File: src/rtl/pio_decode_stage_pkg.sv
// Shared definitions for the PIO decode stage: FSM states, opcodes, instruction field positions.
// Side-set decoding alternative is selected with PIO_SIDESET_OPT_EN in the field splitter.
package pio_decode_stage_pkg;

    typedef enum logic [1:0] {
        IDLE  = 2'd0,
        HOLD  = 2'd1,
        DELAY = 2'd2
    } state_t;

    typedef enum logic [2:0] {
        OP_JMP       = 3'd0,
        OP_WAIT      = 3'd1,
        OP_IN        = 3'd2,
        OP_OUT       = 3'd3,
        OP_PUSH_PULL = 3'd4,
        OP_MOV       = 3'd5,
        OP_IRQ       = 3'd6,
        OP_SET       = 3'd7
    } opcode_t;

    localparam int OP_HI  = 15;
    localparam int OP_LO  = 13;
    localparam int F_HI   = 12;
    localparam int F_LO   = 8;
    localparam int OP1_HI = 7;
    localparam int OP1_LO = 5;
    localparam int OP2_HI = 4;
    localparam int OP2_LO = 0;

    function automatic logic [2:0] clamp_sideset(input logic [2:0] bits, input int max_n);
        if (int'(bits) > max_n)
            return 3'(max_n);
        return bits;
    endfunction

    // Mask of the low n bits of the 5-bit shared field; saturates to all ones for n >= 5.
    function automatic logic [4:0] side_mask(input logic [2:0] n);
        logic [5:0] w_full;
        w_full = (6'd1 << n) - 6'd1;
        return w_full[4:0];
    endfunction

endpackage

File: src/rtl/pio_decode_stage_field_split.sv
// Combinational split of a PIO instruction into opcode, operands, side-set and delay.
// PIO_SIDESET_OPT_EN: MSB of the shared field becomes the side-set enable.
module pio_field_split
    import pio_decode_stage_pkg::*;
#(
    parameter int MAX_SIDESET = 5
) (
    input  logic [15:0] i_instr,
    input  logic [2:0]  i_sideset_bits,
    output logic [2:0]  o_op,
    output logic [2:0]  o_op1,
    output logic [4:0]  o_op2,
    output logic [4:0]  o_delay,
    output logic [4:0]  o_side_set,
    output logic        o_side_set_en
);

    logic [4:0] w_f;
    logic [2:0] w_n;
    logic [4:0] w_mask;

    assign w_f   = i_instr[F_HI:F_LO];
    assign w_n   = clamp_sideset(i_sideset_bits, MAX_SIDESET);
    assign o_op  = i_instr[OP_HI:OP_LO];
    assign o_op1 = i_instr[OP1_HI:OP1_LO];
    assign o_op2 = i_instr[OP2_HI:OP2_LO];

`ifdef PIO_SIDESET_OPT_EN
    logic [2:0] w_m;

    // One of the n side-set bits is spent on the enable flag at F[4].
    assign w_m    = w_n - 3'd1;
    assign w_mask = side_mask(w_m);

    always_comb begin
        o_side_set_en = 1'b0;
        o_side_set    = 5'd0;
        o_delay       = w_f;
        if (w_n != 3'd0) begin
            o_side_set_en = w_f[4];
            o_side_set    = {1'b0, w_f[3:0]} & w_mask;
            o_delay       = {1'b0, w_f[3:0] >> w_m};
        end
    end
`else
    assign w_mask        = side_mask(w_n);
    assign o_side_set_en = (w_n != 3'd0);
    assign o_side_set    = w_f & w_mask;
    assign o_delay       = w_f >> w_n;
`endif

endmodule

File: src/rtl/pio_decode_stage.sv
// PIO decode stage: accepts one instruction, holds decoded fields until consumed, then stalls for its delay.
// Define PIO_SIDESET_OPT_EN to build the optional side-set (enable bit) decoding.
module pio_decode_stage
    import pio_decode_stage_pkg::*;
#(
    parameter int MAX_SIDESET = 5,
    parameter int DCNT_W      = 5
) (
    input  logic        pclk,
    input  logic        reset,
    input  logic [15:0] instr,
    input  logic        instr_valid,
    output logic        instr_ready,
    input  logic [2:0]  sideset_bits,
    input  logic        flush,
    output logic [2:0]  op,
    output logic [2:0]  op1,
    output logic [4:0]  op2,
    output logic [4:0]  delay,
    output logic [4:0]  side_set,
    output logic        side_set_en,
    output logic        out_valid,
    input  logic        out_ready,
    output logic        busy
);

    state_t            r_state;
    logic [DCNT_W-1:0] r_cnt;
    logic [2:0]        r_op;
    logic [2:0]        r_op1;
    logic [4:0]        r_op2;
    logic [4:0]        r_delay;
    logic [4:0]        r_side_set;
    logic              r_side_set_en;
    logic              r_out_valid;
    logic              r_busy;

    logic [2:0] w_op;
    logic [2:0] w_op1;
    logic [4:0] w_op2;
    logic [4:0] w_delay;
    logic [4:0] w_side_set;
    logic       w_side_set_en;
    logic       w_accept;

    pio_field_split #(
        .MAX_SIDESET (MAX_SIDESET)
    ) u_split (
        .i_instr        (instr),
        .i_sideset_bits (sideset_bits),
        .o_op           (w_op),
        .o_op1          (w_op1),
        .o_op2          (w_op2),
        .o_delay        (w_delay),
        .o_side_set     (w_side_set),
        .o_side_set_en  (w_side_set_en)
    );

    // Flush must block acceptance in the same cycle, so ready is not registered.
    assign instr_ready = reset & ~flush & (r_state == IDLE);
    assign w_accept    = instr_valid & instr_ready;

    always_ff @(posedge pclk) begin
        if (!reset) begin
            r_state       <= IDLE;
            r_cnt         <= '0;
            r_op          <= 3'd0;
            r_op1         <= 3'd0;
            r_op2         <= 5'd0;
            r_delay       <= 5'd0;
            r_side_set    <= 5'd0;
            r_side_set_en <= 1'b0;
            r_out_valid   <= 1'b0;
            r_busy        <= 1'b0;
        end else if (flush) begin
            r_state     <= IDLE;
            r_cnt       <= '0;
            r_out_valid <= 1'b0;
            r_busy      <= 1'b0;
        end else begin
            case (r_state)
                IDLE: begin
                    if (w_accept) begin
                        r_op          <= w_op;
                        r_op1         <= w_op1;
                        r_op2         <= w_op2;
                        r_delay       <= w_delay;
                        r_side_set    <= w_side_set;
                        r_side_set_en <= w_side_set_en;
                        r_out_valid   <= 1'b1;
                        r_state       <= HOLD;
                    end
                end
                HOLD: begin
                    if (out_ready) begin
                        r_out_valid <= 1'b0;
                        if (r_delay == 5'd0) begin
                            r_state <= IDLE;
                        end else begin
                            r_state <= DELAY;
                            r_cnt   <= DCNT_W'(r_delay);
                            r_busy  <= 1'b1;
                        end
                    end
                end
                DELAY: begin
                    // Leaving on the count of 1 yields exactly `delay` busy cycles.
                    if (r_cnt <= DCNT_W'(1)) begin
                        r_state <= IDLE;
                        r_cnt   <= '0;
                        r_busy  <= 1'b0;
                    end else begin
                        r_cnt <= r_cnt - DCNT_W'(1);
                    end
                end
                default: begin
                    r_state     <= IDLE;
                    r_cnt       <= '0;
                    r_out_valid <= 1'b0;
                    r_busy      <= 1'b0;
                end
            endcase
        end
    end

    assign op          = r_op;
    assign op1         = r_op1;
    assign op2         = r_op2;
    assign delay       = r_delay;
    assign side_set    = r_side_set;
    assign side_set_en = r_side_set_en;
    assign out_valid   = r_out_valid;
    assign busy        = r_busy;

endmodule

File: config.mk
export PLATFORM = sky130hd
export DESIGN_NAME = pio_decode_stage
export DESIGN_NICKNAME = d
export VERILOG_FILES = /design/src/rtl/pio_decode_stage_pkg.sv /design/src/rtl/pio_decode_stage_field_split.sv /design/src/rtl/pio_decode_stage.sv
export SDC_FILE = /design/constraint.sdc
export NUM_CORES = 1
export LEC_CHECK = 0
export ABC_AREA = 0
export BUFFER_PORTS_ARGS = -buffer_cell sky130_fd_sc_hd__buf_2
export CAP_MARGIN = 20
export CORE_ASPECT_RATIO = 0.8
export CORE_MARGIN = 2
export CORE_UTILIZATION = 45
export CTS_BUF_LIST = sky130_fd_sc_hd__clkbuf_4
export DETAILED_ROUTE_END_ITERATION = 10
export PLACE_DENSITY = 0.75
export SLEW_MARGIN = 20
export SYNTH_ARGS = -nofsm -noshare
export SYNTH_HDL_FRONTEND = slang
export SYNTH_SLANG_ARGS = --single-unit
File: constraint.sdc
create_clock -name pclk -period 2.4 [get_ports pclk]
set_input_delay 0.48 -clock pclk [delete_from_list [all_inputs] [get_ports pclk]]
set_output_delay 0.48 -clock pclk [all_outputs]
set_load 0.05 [all_outputs]
==> impl_metrics.yaml, run 1 <==
critical_path:
  critical-path-top-delay-family: "buffers and inverters"
  critPathCaptureType: "primary output"
  critical-path-max-stage-delay_ns: 0.33
  top_fanout_value_on_the_critical_path: 8
  crit_type: "reg2out"
  timing.critical_path.slowest_stage_cell: "dfxtp_1"
  number_of_buffers_and_inverters_on_the_critical_path: 2
  cp_data_arrival_time_ns: 1.50
  cp_data_required_time_ns: 1.92
  critPathLaunchType: "flop"
  timing.critical_path.cells: "inv_1 > ha_1 > and2_1 > buf_2"
clock_network:
  clock_latency_ns: 0.34
  cts-buffers-inserted: 5
  root_buffer: "clkbuf_4"
  clkSinkCount: 31
  cts_tree: "done"
  cts.clk_slew.worst_paths_ns: 0.10
  post_cts_hold_buffer_count: 0
  max-clock-path-buffers: 2
  cts_htree_levels: 2
  cts_resized: 0
  post-cts-setup-buffers: 0
pwr:
  p_per_area_nw_per_um2: 631
  leakage_dissipation_nw: 0.838
  pwr-share-seq_pct: 44.2
  power.share.switching_pct: 24.2
  worst_ir_drop_vdd_uv: 348
  combPwrFrac_pct: 13.0
  pwr-share-clk_pct: 42.9
  power_switching_mw: 0.292
  internal_power_mw: 0.916
  tot_pwr_mw: 1.21
global_route:
  grt_overflow_total: 0
  first_pass_grt_wire_length_um: 5920
  grt.total_usage_pct: 18.9
  grt_antenna_before_repair: 0
  grt_max_degree: 25
  grt_pass1_vias: 1273
synthesis:
  seq_area_frac_synth_pct: 40.1
  synthesis.yosys.warnings: 0
  yosys.cell_types.count: 40
  synth_nets: 212
  post_synthesis_cells: 183
  synth-edff-count: 0
  postSynth.asyncResetShare_pct: 0
  post_synth.cell_area_avg_um2: 8.46
  synth-main-ff-cell: "dfxtp_1"
  syn_std_cell_area_um2: 1550
  ys_seq_elements: 31
sta:
  min_period_over_period_pct: 82.7
  fin_worst_hold_slack_ns: 0.374
  max_slew.worst_pin.slew_ns: 0.539
  rsz0062_at_grt: "no"
  slew_violations: 0
  clock_skew_ns: 0.0141
  timing.setup.tns_ns: 0
  slew_headroom_pct: 63.9
  maxClockFrequency_mhz: 504
  setup_viol: 0
  report.final.hold_viol_count: 0
  period_needed_ns: 1.98
placed_design:
  port-buffer-count: 48
  dp_hpwl_um: 2500
  gp_congestion: 0.824
  placed_area_um2: 1810
route:
  drt_wl_total_um: 3390
  drt_first_iter_violations: 74
  route.detailed.vias_per_inst: 5.26
  wire_per_inst_um: 12.4
  drtAntennaViolNets: 0
  detail_route.first_pass.iterations: 4
  detail_route.drc_violations: 0
  routed-via-count: 1435
layout:
  final.fill_count: 323
  multiInputGateArea_um2: 856
  seqCellArea_um2: 621
  synthToLayoutAreaGrowth_pct: 23.7
  mostFrequentLayoutCells: "buf_2, nand2_1, dfxtp_1"
  post_route_cells_drive_above_1_share_pct: 27.3
  final_cell_area_um2: 1920
  most_common_library_cell_in_the_layout_ignoring_fill_and_taps: "buf_2"
  final_util_pct: 57.1
  antennaDiodeCount: 0
  final_nets: 259
run:
  max-cap-violations: 0
status:
  run_status: "completed"
floorplan:
  chipHeight_um: 56.5
  initial_utilization_pct: 46.2
  width_of_the_chip_um: 69.6
  top_level_ports: 49
  die_area_um2: 3930
  core.rowCount: 19
  floorplan.core_area_um2: 3350
hold_path:
  hold_class: "in2reg"
==> cell usage after synthesis, drive strengths merged (2+ instances only) <==
master | n | area, µm²
and2b | 2 | 15.0
a31oi | 2 | 12.5
nand2b | 3 | 18.8
nor2 | 9 | 33.8
nand2 | 37 | 139
and3 | 2 | 12.5
nand3b | 2 | 15.0
a22o | 4 | 36.3
dfxtp | 31 | 621
ha | 5 | 62.6
a211o | 2 | 17.5
inv | 5 | 18.8
a211oi | 3 | 27.5
a22oi | 3 | 22.5
buf | 7 | 38.8
mux2i | 3 | 30.0
nor3b | 2 | 15.0
a21oi | 6 | 30.0
o211ai | 2 | 15.0
o21ai | 7 | 35.0
clkbuf | 4 | 15.0
nand3 | 3 | 15.0
nand4b | 3 | 26.3
nor3 | 5 | 25.0
nor2b | 8 | 50.1
a21boi | 15 | 113
==> metal layers <==
| metal | track usage, % | part of all wire (%) |
|---|---|---|
| met1 | 27.4 | 52 |
| met3 | 6.10 | 6.6 |
| met5 | 0 | 0 |
| met4 | 7.56 | 1.3 |
| met2 | 25.7 | 41 |
==> registers in the layout, indices dropped and copies added (netlist names) <==
name,flops
op1,3
out_valid,1
delay,5
r_state,2
op2,5
r_cnt,5
side_set_en,1
side_set,5
op,3
busy,1
==> final cells by class <==
class	count	area share (%)
Multi-Input combinational cell	136	44.7
Timing Repair Buffer	51	13.7
Tap cell	42	2.74
Sequential cell	31	32.4
Inverter	5	0.980
Clock buffer	6	2.35
Clock inverter	2	3.14
==> logic make-up (layout without fill, tap and decap cells) <==
kind of cell,count (synthesis),after routing,synth area share [%]
and+or+nand+nor,78,78,24.4
DFF,31,31,40.1
adders and majority gates,5,5,4.04
buffers and inverters,16,64,4.68
muxes,3,3,1.94
AOI/OAI and AO/OA,50,50,24.9
==> worst min-delay path, stage by stage <==
cell and delay [ns]:
buf_2 0.09, nand2_1 0.05, a21boi_1 0.05
==> power by group through the flow <==
stage / clock network (mW) / registers (mW) / logic [mW]
finish: 0.518 / 0.534 / 0.157
global route: 0.559 / 0.536 / 0.171
CTS: 0.532 / 0.534 / 0.157
detailed placement: 0 / 0.546 / 0.157
global placement: 0 / 0.545 / 0.156
floorplan: 0 / 0.585 / 0.0702
==> through the flow <==
stage	setup WS [ns]	instances
floorplan	0.767	183
global placement	0.617	265
detailed placement	0.579	265
CTS	0.395	273
global route	0.297	273
finish	0.416	273
==> path summary, 6_finish.rpt <==
kind                                         endpoint                     from  slack (ns)  cells after the start
worst min-delay path              op2[3]$_SDFFE_PN0P_                 instr[3]        0.37                      3
worst max register to register  r_cnt[0]$_SDFFE_PP0P_  r_state[1]$_SDFFE_PP0P_        0.63                      6
worst min register to register    op2[3]$_SDFFE_PN0P_      op2[3]$_SDFFE_PN0P_        0.46                      2
worst max-delay path                      instr_ready  r_state[0]$_SDFFE_PP0P_        0.42                      4
No activity file was read; power rests on OpenSTA's default activity.
==> run 2: changes to the inputs <==
--- a/config.mk
+++ b/config.mk
@@ -5,7 +5,7 @@
 export SDC_FILE = /design/constraint.sdc
 export NUM_CORES = 1
 export LEC_CHECK = 0
-export ABC_AREA = 0
+export ABC_AREA = 1
 export BUFFER_PORTS_ARGS = -buffer_cell sky130_fd_sc_hd__buf_2
 export CAP_MARGIN = 20
 export CORE_ASPECT_RATIO = 0.8
@@ -13,7 +13,7 @@
 export CORE_UTILIZATION = 45
 export CTS_BUF_LIST = sky130_fd_sc_hd__clkbuf_4
 export DETAILED_ROUTE_END_ITERATION = 10
-export PLACE_DENSITY = 0.75
+export PLACE_DENSITY = 0.78
 export SLEW_MARGIN = 20
 export SYNTH_ARGS = -nofsm -noshare
 export SYNTH_HDL_FRONTEND = slang
==> constraint.sdc (replaced) <==
create_clock -name pclk -period 1.7 [get_ports pclk]
set_input_delay 0.34 -clock pclk [delete_from_list [all_inputs] [get_ports pclk]]
set_output_delay 0.34 -clock pclk [all_outputs]
set_load 0.05 [all_outputs]
==> run 2 against run 1 <==
  * Largest power group unchanged
  * Cell area increased by 0.98%
  * First-iteration DRC count increased by 9.5%
  * Clock skew decreased by 0.0065 ns
  * Global-route usage increased by 0.78 points
  * Total power is 22% higher
  * Sequential cell count did not move
  * Largest cell class unchanged
  * Via count grew 12%
  * Sequential power is 42% higher
==> impl_metrics.yaml, run 2 <==
sta:
  slew_violations: 0
  timing.setup.tns_ns: 0
  period_needed_ns: 1.59
  fin_worst_hold_slack_ns: 0.244
  report.final.hold_viol_count: 0
  min_period_over_period_pct: 93.6
  max_slew.worst_pin.slew_ns: 0.330
  rsz0062_at_grt: "no"
  slew_headroom_pct: 77.9
  layout_setup_ws_ns: 0.109
  setup_viol: 0
  clock_skew_ns: 0.00763
  maxClockFrequency_mhz: 628
route:
  drt_wl_total_um: 3740
  routed-via-count: 1604
  wire_per_inst_um: 11.7
  drt_first_iter_violations: 81
  drtAntennaViolNets: 0
  route.detailed.vias_per_inst: 5.03
  detail_route.first_pass.iterations: 4
  detail_route.drc_violations: 0
global_route:
  grt_overflow_total: 0
  grt.total_usage_pct: 19.7
  grt_antenna_before_repair: 0
  first_pass_grt_wire_length_um: 6250
  grt_pass1_vias: 1453
  grt_max_degree: 24
critical_path:
  number_of_buffers_and_inverters_on_the_critical_path: 3
  cp_data_required_time_ns: 1.36
  critical-path-top-delay-family: "flip-flops"
  critPathCaptureType: "primary output"
  top_fanout_value_on_the_critical_path: 5
  crit_type: "reg2out"
  cp_data_arrival_time_ns: 1.25
  critPathLaunchType: "flop"
  timing.critical_path.slowest_stage_cell: "dfxtp_1"
  worst_case_register_to_register_setup_slack_ns: 0.17
  timing.critical_path.cells: "inv_2 > ha_4 > inv_1 > nor2_2 > buf_6"
  critical-path-max-stage-delay_ns: 0.33
floorplan:
  chipHeight_um: 56.8
  initial_utilization_pct: 46.4
  top_level_ports: 49
  floorplan.core_area_um2: 3380
  die_area_um2: 3970
  width_of_the_chip_um: 70.0
  core.rowCount: 19
synthesis:
  yosysTopAreaCell: "dfxtp_1"
  ys_seq_elements: 31
  synth-main-ff-cell: "dfxtp_1"
  post_synthesis_cells: 223
  synthesis.yosys.warnings: 0
  seq_area_frac_synth_pct: 39.6
  post_synth.cell_area_avg_um2: 7.02
  synth_largest_type_area_fraction_pct: 39.6
  postSynth.asyncResetShare_pct: 0
  yosys.cell_count.top_type: "nand2_1"
  yosys.cell_types.count: 27
  syn_std_cell_area_um2: 1570
  ys_top_cells_by_area: "dfxtp_1, nand2_1, a21oi_1"
  synth_top_cells_by_count: "nand2_1, dfxtp_1, a21oi_1, nand3_1, inv_1"
  synth-edff-count: 0
  synth_nets: 252
layout:
  antennaDiodeCount: 0
  most_common_library_cell_in_the_layout_ignoring_fill_and_taps: "nand2_1"
  post_route_cells_drive_above_1_share_pct: 28.5
  final_nets: 305
  synthToLayoutAreaGrowth_pct: 23.5
  final_util_pct: 57.3
  final.fill_count: 344
  mostFrequentLayoutCells: "nand2_1, buf_2, dfxtp_1"
pwr:
  p_per_area_nw_per_um2: 759
  worst_ir_drop_vdd_uv: 578
  leakage_dissipation_nw: 0.883
  tot_pwr_mw: 1.47
clock_network:
  cts-buffers-inserted: 5
  max-clock-path-buffers: 2
  clock_latency_ns: 0.33
  clkSinkCount: 31
  cts_htree_levels: 2
  root_buffer: "clkbuf_4"
  cts_tree: "done"
  cts.clk_slew.worst_paths_ns: 0.09
placed_design:
  gp_congestion: 0.931
  pre_cts_ws_ns: 0.111
  port-buffer-count: 48
  dp_hpwl_um: 2810
hold_path:
  hold_class: "in2reg"
run:
  max-cap-violations: 0
status:
  run_status: "completed"
==> run 2: what timing repair did <==
item	in CTS	in global routing
gates cloned	0	0
hold buffers	0	0
buffers inserted	0	3
resized for setup	3	3
pin swaps	0	1
endpoints found under the setup margin	1	1
==> run 2: kinds of logic (layout without fill, tap and decap cells) <==
logic type	Yosys count	in the layout	synth area share, %
adder cells (fa/ha/maj)	5	5	3.99
AO/OA/AOI/OAI	45	45	15.7
AND/OR/NAND/NOR	113	113	32.0
buffers and inverters	28	82	8.15
XOR/XNOR	1	1	0.559
flip-flops	31	31	39.6
==> run 2: layout make-up <==
| type | count | area (µm²) | area share, % |
|---|---|---|---|
| Inverter | 19 | 71.3 | 3.69 |
| Clock inverter | 1 | 5.00 | 0.259 |
| Clock buffer | 7 | 52.6 | 2.72 |
| Sequential cell | 31 | 621 | 32.1 |
| Multi-Input combinational cell | 164 | 833 | 43.1 |
| Timing Repair Buffer | 55 | 299 | 15.5 |
| Tap cell | 42 | 52.6 | 2.72 |
==> run 2: final timing paths <==
| check | endpoint | start | depth (start not counted) |
|---|---|---|---|
| hold / removal | op1[2]$_SDFFE_PN0P_ | instr[7] | 3 |
| setup / recovery | instr_ready | r_state[1]$_SDFFE_PP0P_ | 5 |
| hold reg to reg | op1[1]$_SDFFE_PN0P_ | op1[1]$_SDFFE_PN0P_ | 2 |
| setup reg to reg | r_cnt[4]$_SDFFE_PP0P_ | r_state[1]$_SDFFE_PP0P_ | 9 |
==> run 2: worst reg2reg max path: stages, from the launching register on <==
cell	delay (ns)
dfxtp_1	0.35
inv_2	0.07
ha_1	0.29
inv_2	0.09
nor2_2	0.06
nor2_4	0.10
nand2_2	0.12
nor2_2	0.19
nand2_1	0.08
a21oi_1	0.13
==> run 2: per-layer routing <==
layer	wire length (µm)	track usage, %	vias up
met5	0	0	-
met3	277	7.18	3
met1	1750	25.3	719
met2	1690	30.7	44
li1	-	-	838
met4	21	6.32	0
==> run 2: power breakdown <==
part	switching [mW]	internal, mW	leakage (nW)
combinational	0.182	0.0857	0.595
clock	0.249	0.193	0.0361
sequential	0.0132	0.746	0.251
==> run 2: stage by stage <==
step                cell area [µm²]  std cells
CTS                            1910        316
floorplan                      1570        223
global placement               1840        308
finish                         1930        319
global route                   1930        319
detailed placement             1840        308
